===== src/rtl/cache_def.sv =====
// cache_def: shared types, state encoding and address-split constants for the
// direct-mapped write-back cache controller.
package cache_def;
  localparam int TAGMSB = 31;
  localparam int TAGLSB = 14;

  typedef enum logic [1:0] {IDLE, COMPARE_TAG, ALLOCATE, WRITE_BACK} cache_state_type;

  typedef struct packed {
    logic [31:0] addr;
    logic [31:0] data;
    logic        rw;
    logic        valid;
  } cpu_req_type;

  typedef struct packed {
    logic [31:0] data;
    logic        ready;
  } cpu_result_type;

  typedef struct packed {
    logic [31:0]  addr;
    logic [127:0] data;
    logic         rw;
    logic         valid;
  } mem_req_type;

  typedef struct packed {
    logic [127:0] data;
    logic         ready;
  } mem_data_type;

  typedef struct packed {
    logic                     valid;
    logic                     dirty;
    logic [TAGMSB-TAGLSB:0]   tag;
  } cache_tag_type;

  typedef struct packed {
    logic [9:0] index;
    logic       we;
  } cache_req_type;

  typedef logic [127:0] cache_data_type;
endpackage


===== src/rtl/dm_cache_fsm.sv =====
// dm_cache_fsm: direct-mapped write-back/write-allocate cache controller.
// Define DM_CACHE_STATS_EN to add hit_cnt/miss_cnt counter outputs.
module dm_cache_fsm
  import cache_def::*;
(
  input  logic           clk,
  input  logic           rst_n,
  input  cpu_req_type    cpu_req,
  output cpu_result_type cpu_res,
  output mem_req_type    mem_req,
  input  mem_data_type   mem_data,
  output cache_req_type  tag_req,
  output cache_tag_type  tag_write,
  input  cache_tag_type  tag_read,
  output cache_req_type  data_req,
  output cache_data_type data_write,
  input  cache_data_type data_read
`ifdef DM_CACHE_STATS_EN
  ,
  output logic [31:0]    hit_cnt,
  output logic [31:0]    miss_cnt
`endif
);
  cache_state_type          r_state, w_state_nx;
  cpu_req_type              r_req;
  mem_req_type              r_mem_req, w_mem_nx, w_rd_req;
  cache_data_type           w_merged;
  logic [TAGMSB-TAGLSB:0]   w_tag;
  logic [9:0]               w_index;
  logic [1:0]               w_word;
  logic                     w_hit;

  assign w_tag    = r_req.addr[TAGMSB:TAGLSB];
  assign w_index  = r_req.addr[13:4];
  assign w_word   = r_req.addr[3:2];
  assign w_hit    = tag_read.valid && (tag_read.tag == w_tag);
  assign w_rd_req = '{addr: {w_tag, w_index, 4'b0}, data: '0, rw: 1'b0, valid: 1'b1};
  assign mem_req  = r_mem_req;

  always_comb begin
    w_state_nx = r_state;
    w_mem_nx   = r_mem_req;
    w_merged   = data_read;
    w_merged[32*w_word +: 32] = r_req.data;
    cpu_res    = '0;
    tag_req    = '{index: w_index, we: 1'b0};
    data_req   = '{index: w_index, we: 1'b0};
    tag_write  = '{valid: 1'b1, dirty: 1'b0, tag: w_tag};
    data_write = mem_data.data;
    case (r_state)
      IDLE: w_state_nx = cpu_req.valid ? COMPARE_TAG : IDLE;
      COMPARE_TAG: begin
        if (w_hit) begin
          w_state_nx      = IDLE;
          cpu_res.ready   = 1'b1;
          cpu_res.data    = r_req.rw ? 32'h0 : data_read[32*w_word +: 32];
          tag_req.we      = r_req.rw;
          data_req.we     = r_req.rw;
          tag_write.dirty = 1'b1;
          data_write      = w_merged;
        end else if (tag_read.valid && tag_read.dirty) begin
          w_mem_nx   = '{addr: {tag_read.tag, w_index, 4'b0}, data: data_read, rw: 1'b1, valid: 1'b1};
          w_state_nx = WRITE_BACK;
        end else begin
          w_mem_nx   = w_rd_req;
          w_state_nx = ALLOCATE;
        end
      end
      WRITE_BACK: begin
        w_mem_nx   = mem_data.ready ? w_rd_req : r_mem_req;
        w_state_nx = mem_data.ready ? ALLOCATE : WRITE_BACK;
      end
      ALLOCATE: begin
        // Refill lands clean; the re-compare merges any pending write.
        w_mem_nx.valid = r_mem_req.valid && !mem_data.ready;
        tag_req.we     = mem_data.ready;
        data_req.we    = mem_data.ready;
        w_state_nx     = mem_data.ready ? COMPARE_TAG : ALLOCATE;
      end
      default: w_state_nx = IDLE;
    endcase
  end

  always_ff @(posedge clk or negedge rst_n) begin
    if (!rst_n) begin
      r_state   <= IDLE;
      r_req     <= '0;
      r_mem_req <= '0;
    end else begin
      r_state   <= w_state_nx;
      r_mem_req <= w_mem_nx;
      if (r_state == IDLE && cpu_req.valid) r_req <= cpu_req;
    end
  end

`ifdef DM_CACHE_STATS_EN
  logic r_refill;

  // r_refill marks the re-compare after a line fill so it is not counted.
  always_ff @(posedge clk or negedge rst_n) begin
    if (!rst_n) begin
      r_refill <= 1'b0;
      hit_cnt  <= '0;
      miss_cnt <= '0;
    end else begin
      r_refill <= (r_state != IDLE) && (r_refill || (r_state == ALLOCATE && mem_data.ready));
      if (r_state == COMPARE_TAG && !r_refill) begin
        hit_cnt  <= hit_cnt + {31'd0, w_hit};
        miss_cnt <= miss_cnt + {31'd0, !w_hit};
      end
    end
  end
`endif
endmodule


===== config.mk =====
export PLATFORM = sky130hd
export DESIGN_NAME = dm_cache_fsm
export DESIGN_NICKNAME = d
export VERILOG_FILES = /design/src/rtl/cache_def.sv /design/src/rtl/dm_cache_fsm.sv
export SDC_FILE = /design/constraint.sdc
export NUM_CORES = 1
export LEC_CHECK = 0
export BUFFER_PORTS_ARGS = -buffer_cell sky130_fd_sc_hd__buf_2
export CAP_MARGIN = 20
export CORE_AREA = 8 8 269 271
export DETAILED_ROUTE_END_ITERATION = 8
export DIE_AREA = 0 0 277 279
export SLEW_MARGIN = 20
export SYNTH_ARGS = -nofsm -noshare
export SYNTH_HDL_FRONTEND = slang
export SYNTH_SLANG_ARGS = --single-unit

===== constraint.sdc =====
create_clock -name clk -period 7.88 [get_ports clk]
set_clock_uncertainty 0.1 [all_clocks]
set_input_delay 0.788 -clock clk [delete_from_list [all_inputs] [get_ports clk]]
set_output_delay 0.788 -clock clk [all_outputs]
set_load 0.01 [all_outputs]

# == Word-level counts from Yosys, hierarchy flattened ==
# Cells that the tools add are included.
# totals
regBits,229
ramBits,0
latchBits,0
input_bits,345
elab_cells,49
out_inout_bits,365
rom_bits,0
mem_count,0
# classes
muxes,21
add_sub_neg,1
mul,0
n_reduce_logical,10
n_eq_ne,6
n_bitwise,0
shift,3
n_lt_le_gt_ge,0
div_mod_pow,0
# ops
cell,n
$mux 162,3
$pmux 161 s2,1
$mux 128,2
$bwmux 128,1
$shift 32x34->128 const A,1
$shiftx 128x8->32,1
$shiftx 32x34->128,1
$mux 33,2
$neg 7->34,1
$mux 32,1
$eq 18x18->1,1
$pmux 2 s4,1
$mux 1,6
$reduce_and 3->1,2
$eq 2x2->1 const B,2
$logic_and 1x1->1,4
$mux 2,2
$ne 2x2->1 const B,2
$pmux 1 s3,1
$reduce_bool 3->1,1
$eq 2x1->1 const B,1
$logic_not 2->1,1
$pmux 1 s2,1
$reduce_bool 2->1,1
$logic_not 1->1,1

# == Longest topological paths before layout ==
# logic_depth
depth_word,5
mapped_depth,10

# == Least setup slack after synthesis ==
# OpenSTA, ideal clock, no wires.
# synth_path
path_type,input port to output port
start,input port tag_read[10] in the netlist's numbering
end,output port data_write[100]
path_stages,8
setup_slack_ns,4.334
n_path_buf,3
t_arrival_ns,2.658
cell_sequence,xnor2_1 nand3_1 or4_4 or3_1 buf_2 buf_8 buf_6 mux2_4
# synth_between
elab_chain_len,4
# synth_lines
element,line,text
start: declaration,dm_cache_fsm.sv:14,"input cache_tag_type tag_read,"
$eq 18x18->1,dm_cache_fsm.sv:36,assign w_hit = tag_read.valid && (tag_read.tag == w_tag);
$logic_and 1x1->1,dm_cache_fsm.sv:36,
$mux 128,dm_cache_fsm.sv:53,if (w_hit) begin
$mux 128,dm_cache_fsm.sv:50,case (r_state)
end: declaration,dm_cache_fsm.sv:16,"output cache_data_type data_write,"
# Every way passes these cells.

# == Worst setup path in the final report ==
# layout_path
start,register r_req (netlist bit tag_write[16])
end,output port data_write[12]
# layout_between
elab_chain_len,4
# layout_lines
element,line,text
start: declaration,dm_cache_fsm.sv:25,cpu_req_type r_req;
start signal: assignment,dm_cache_fsm.sv:92,if (r_state == IDLE && cpu_req.valid) r_req <= cpu_req;
$eq 18x18->1,dm_cache_fsm.sv:36,
$logic_and 1x1->1,dm_cache_fsm.sv:36,
$mux 128,dm_cache_fsm.sv:53,
$mux 128,dm_cache_fsm.sv:50,
# Every way passes these cells.

==> impl_metrics.env <==
export IMPL_rows=96
export IMPL_clk_latency_ps=580
export IMPL_top_usage_layer="met2"
export IMPL_maxCapViolCount=0
export IMPL_tritoncts="yes"
export IMPL_tns_ps=0
export IMPL_synth_top_area_frac=0.4026
export IMPL_synth_top_cell_by_area="dfrtp_1"
export IMPL_core_sq_um=67990
export IMPL_synth_edf_count=0
export IMPL_drc=0
export IMPL_p_sw_mw=2.777
export IMPL_clk_pin_slew_ps=60
export IMPL_port_buffers=702
export IMPL_slew_violations=0
export IMPL_cts_hold_buf=0
export IMPL_rsz0062_at_grt="false"
export IMPL_yosysSeqAreaShare=0.4026
export IMPL_drt_total_wl_um=66600
export IMPL_avgSynthCellArea_sq_um=10.94
export IMPL_slew_headroom=0.3671
export IMPL_antenna_found_initial=10
export IMPL_place_congestion=0.8894
export IMPL_status="finished, final reports clean"
export IMPL_cts_setup_buffers=0
export IMPL_dieWidth_um=277
export IMPL_intPower_mw=3.816
export IMPL_critPathArrivalTime_ps=4140
export IMPL_cts_resized=0
export IMPL_first_global_vias=13461
export IMPL_p_seq_frac=0.330
export IMPL_ios=710
export IMPL_startpoint_type="flip-flop"
export IMPL_yosysWarnings=0
export IMPL_ys_flop_type="dfrtp_1"
export IMPL_yosysUniqueCellTypes=38
export IMPL_powerDensity_nw_per_um2=349.3
export IMPL_combPwrFrac=0.470
export IMPL_grt_pass1_wl_um=95130
export IMPL_grt_use_total=0.1622
export IMPL_gr_total_overflow=0
export IMPL_dp_hpwl_um=49950
export IMPL_drtIter0Drc=919
export IMPL_synth_area_leaders="dfrtp_1 40%, mux2_2 12%, mux2_4 9.7%"
export IMPL_final_core_util=0.2776
export IMPL_switching_share=0.4212
export IMPL_routedWlPerCell_um=23.95
export IMPL_synthCells=1267
export IMPL_setup_viol=0
export IMPL_peakVddDrop_v=0.0003262
export IMPL_min_period_ps=5029
export IMPL_ant_nets=0
export IMPL_die_h_um=279
export IMPL_numCtsBuffers=28
export IMPL_cts_root_buf="clkbuf_16"
export IMPL_synth_area_sq_um=13860
export IMPL_hp_class="in2async"
export IMPL_die_area_sq_um=77280
export IMPL_via_count=12905
export IMPL_fin_crit_sh=0.6382
export IMPL_grt_max_degree=156
export IMPL_synth_seq_cells=223
export IMPL_cts_buffer_depth=3
export IMPL_fin_nets=2229
export IMPL_met3_usage=0.05359
export IMPL_static_leakage_power_nw=9.632
export IMPL_synthArstFlopShare=1.000
export IMPL_crit_path_end_kind="output port"
export IMPL_clock_sinks=223
export IMPL_cp_required_ps=6990
export IMPL_syn_to_final_growth_pct=36.14
export IMPL_met1_usage=0.1994
export IMPL_firstDrtPassIters=5
export IMPL_clkPwrFrac=0.201
export IMPL_tightest_slew_ps=949.3
export IMPL_clock_fmax_ghz=0.1988
export IMPL_timing_final_hold_violations=0
export IMPL_cp_max_fo=69
export IMPL_avgViaCountPerCell=4.640
export IMPL_htree_levels=1
export IMPL_use_met2=0.2690
export IMPL_worstSetupPathType="reg2out"
export IMPL_initial_core_util=0.2039
export IMPL_drive_gt1_frac=0.5573
==> worst paths after layout <==
kind                                            from                 endpoint  slack [ps]  depth (start not counted)
hold / removal                                 rst_n   mem_req[1]$_DFFE_PN0P_         150                          1
setup / recovery           tag_write[16]$_DFFE_PN0P_           data_write[12]        2850                          8
max in group asynchronous                      rst_n     r_req[1]$_DFFE_PN0P_        6030                          2
setup reg to reg           tag_write[16]$_DFFE_PN0P_  mem_req[53]$_DFFE_PN0P_        4250                          7
hold reg to reg              mem_req[17]$_DFFE_PN0P_  mem_req[17]$_DFFE_PN0P_         380                          1
min in group clk                          cpu_req[2]     r_req[2]$_DFFE_PN0P_         330                          2
==> state kept, by name, indices dropped and copies added, names as in the netlist <==
| register | flops |
|---|---|
| mem_req | 158 |
| r_req | 35 |
| tag_write | 18 |
| data_req | 10 |
| r_state | 2 |
==> through the flow <==
step,area [sq um],worst slack (ps),power [mW],hold WS (ps),std cells
floorplan,13870,4334,3.941,392.4,1270
global placement,17920,2895,5.280,368.5,2726
detailed placement,17920,2870,5.314,375.5,2726
CTS,18860,2708,6.680,131.6,2777
global route,18870,2669,6.987,195.8,2779
finish,18870,2851,6.593,151.7,2781
==> cells in the final DEF, fill, tap and decap left out, drive strengths merged, types with 4 or more instances in the layout <==
cell type and n:
conb 5, nand2 134, xnor2 15, a21oi 4, nor3b 32, mux2 234, nand3 4, a32o 128
inv 137, clkinv 7, clkbuf 41, mux4 32, diode 4, dfrtp 223, buf 727, o21ai 131
ha 10
==> worst max-delay path, cell delays in order, from the launching register on <==
cell	delay, ps
dfrtp_1	410
xnor2_1	320
o2111ai_1	240
or3_1	500
or3_4	630
buf_4	350
buf_4	410
mux2_2	430
buf_2	150
==> power groups by stage <==
stage,registers (mW),clock network [mW],logic (mW)
after floorplan,2.20,0,1.75
after global placement,2.16,0,3.12
after detailed placement,2.18,0,3.13
after CTS,2.17,1.37,3.14
after global routing,2.25,1.42,3.32
final,2.17,1.32,3.10
==> layer usage <==
| metal | vias to the layer above | share of wire | wire length, um |
|---|---|---|---|
| met5 | - | 0.00018 | 12 |
| li1 | 5725 | - | - |
| met4 | 2 | 0.029 | 1904 |
| met2 | 779 | 0.47 | 31120 |
| met1 | 6289 | 0.40 | 26670 |
| met3 | 110 | 0.10 | 6888 |
==> Yosys cell counts, types with 4 or more instances <==
cell type  count
buf_6         11
clkbuf_1      59
mux4_2        32
buf_4         45
mux2_4        90
nand2_1      134
a21oi_1        4
buf_1          4
nor3b_1       32
a32o_1       128
xnor2_1       15
inv_1        137
ha_1          10
dfrtp_1      223
o21ai_0      131
mux2_2       144
nand3_1        4
buf_2         33
==> layout make-up <==
class / instances / area [sq um]
Clock inverter: 10 / 113.9
Antenna cell: 4 / 10.01
Tap cell: 882 / 1104
Sequential cell: 223 / 5587
Inverter: 137 / 514.2
Timing Repair Buffer: 727 / 3736
Multi-Input combinational cell: 757 / 6978
Fill cell: 7209 / 49110
Clock buffer: 41 / 829.5
==> cell families after synthesis <==
group	count (synthesis)	synth area share
AO/OA/AOI/OAI	271	0.1460
XOR/XNOR	17	0.01074
adder cells (fa/ha/maj)	10	0.009026
buffers and inverters	290	0.1005
flip-flops	223	0.4026
multiplexers	268	0.2679
other	2	0.0005418
AND/OR/NAND/NOR	186	0.06282
Power figures use the tool's default switching activity.
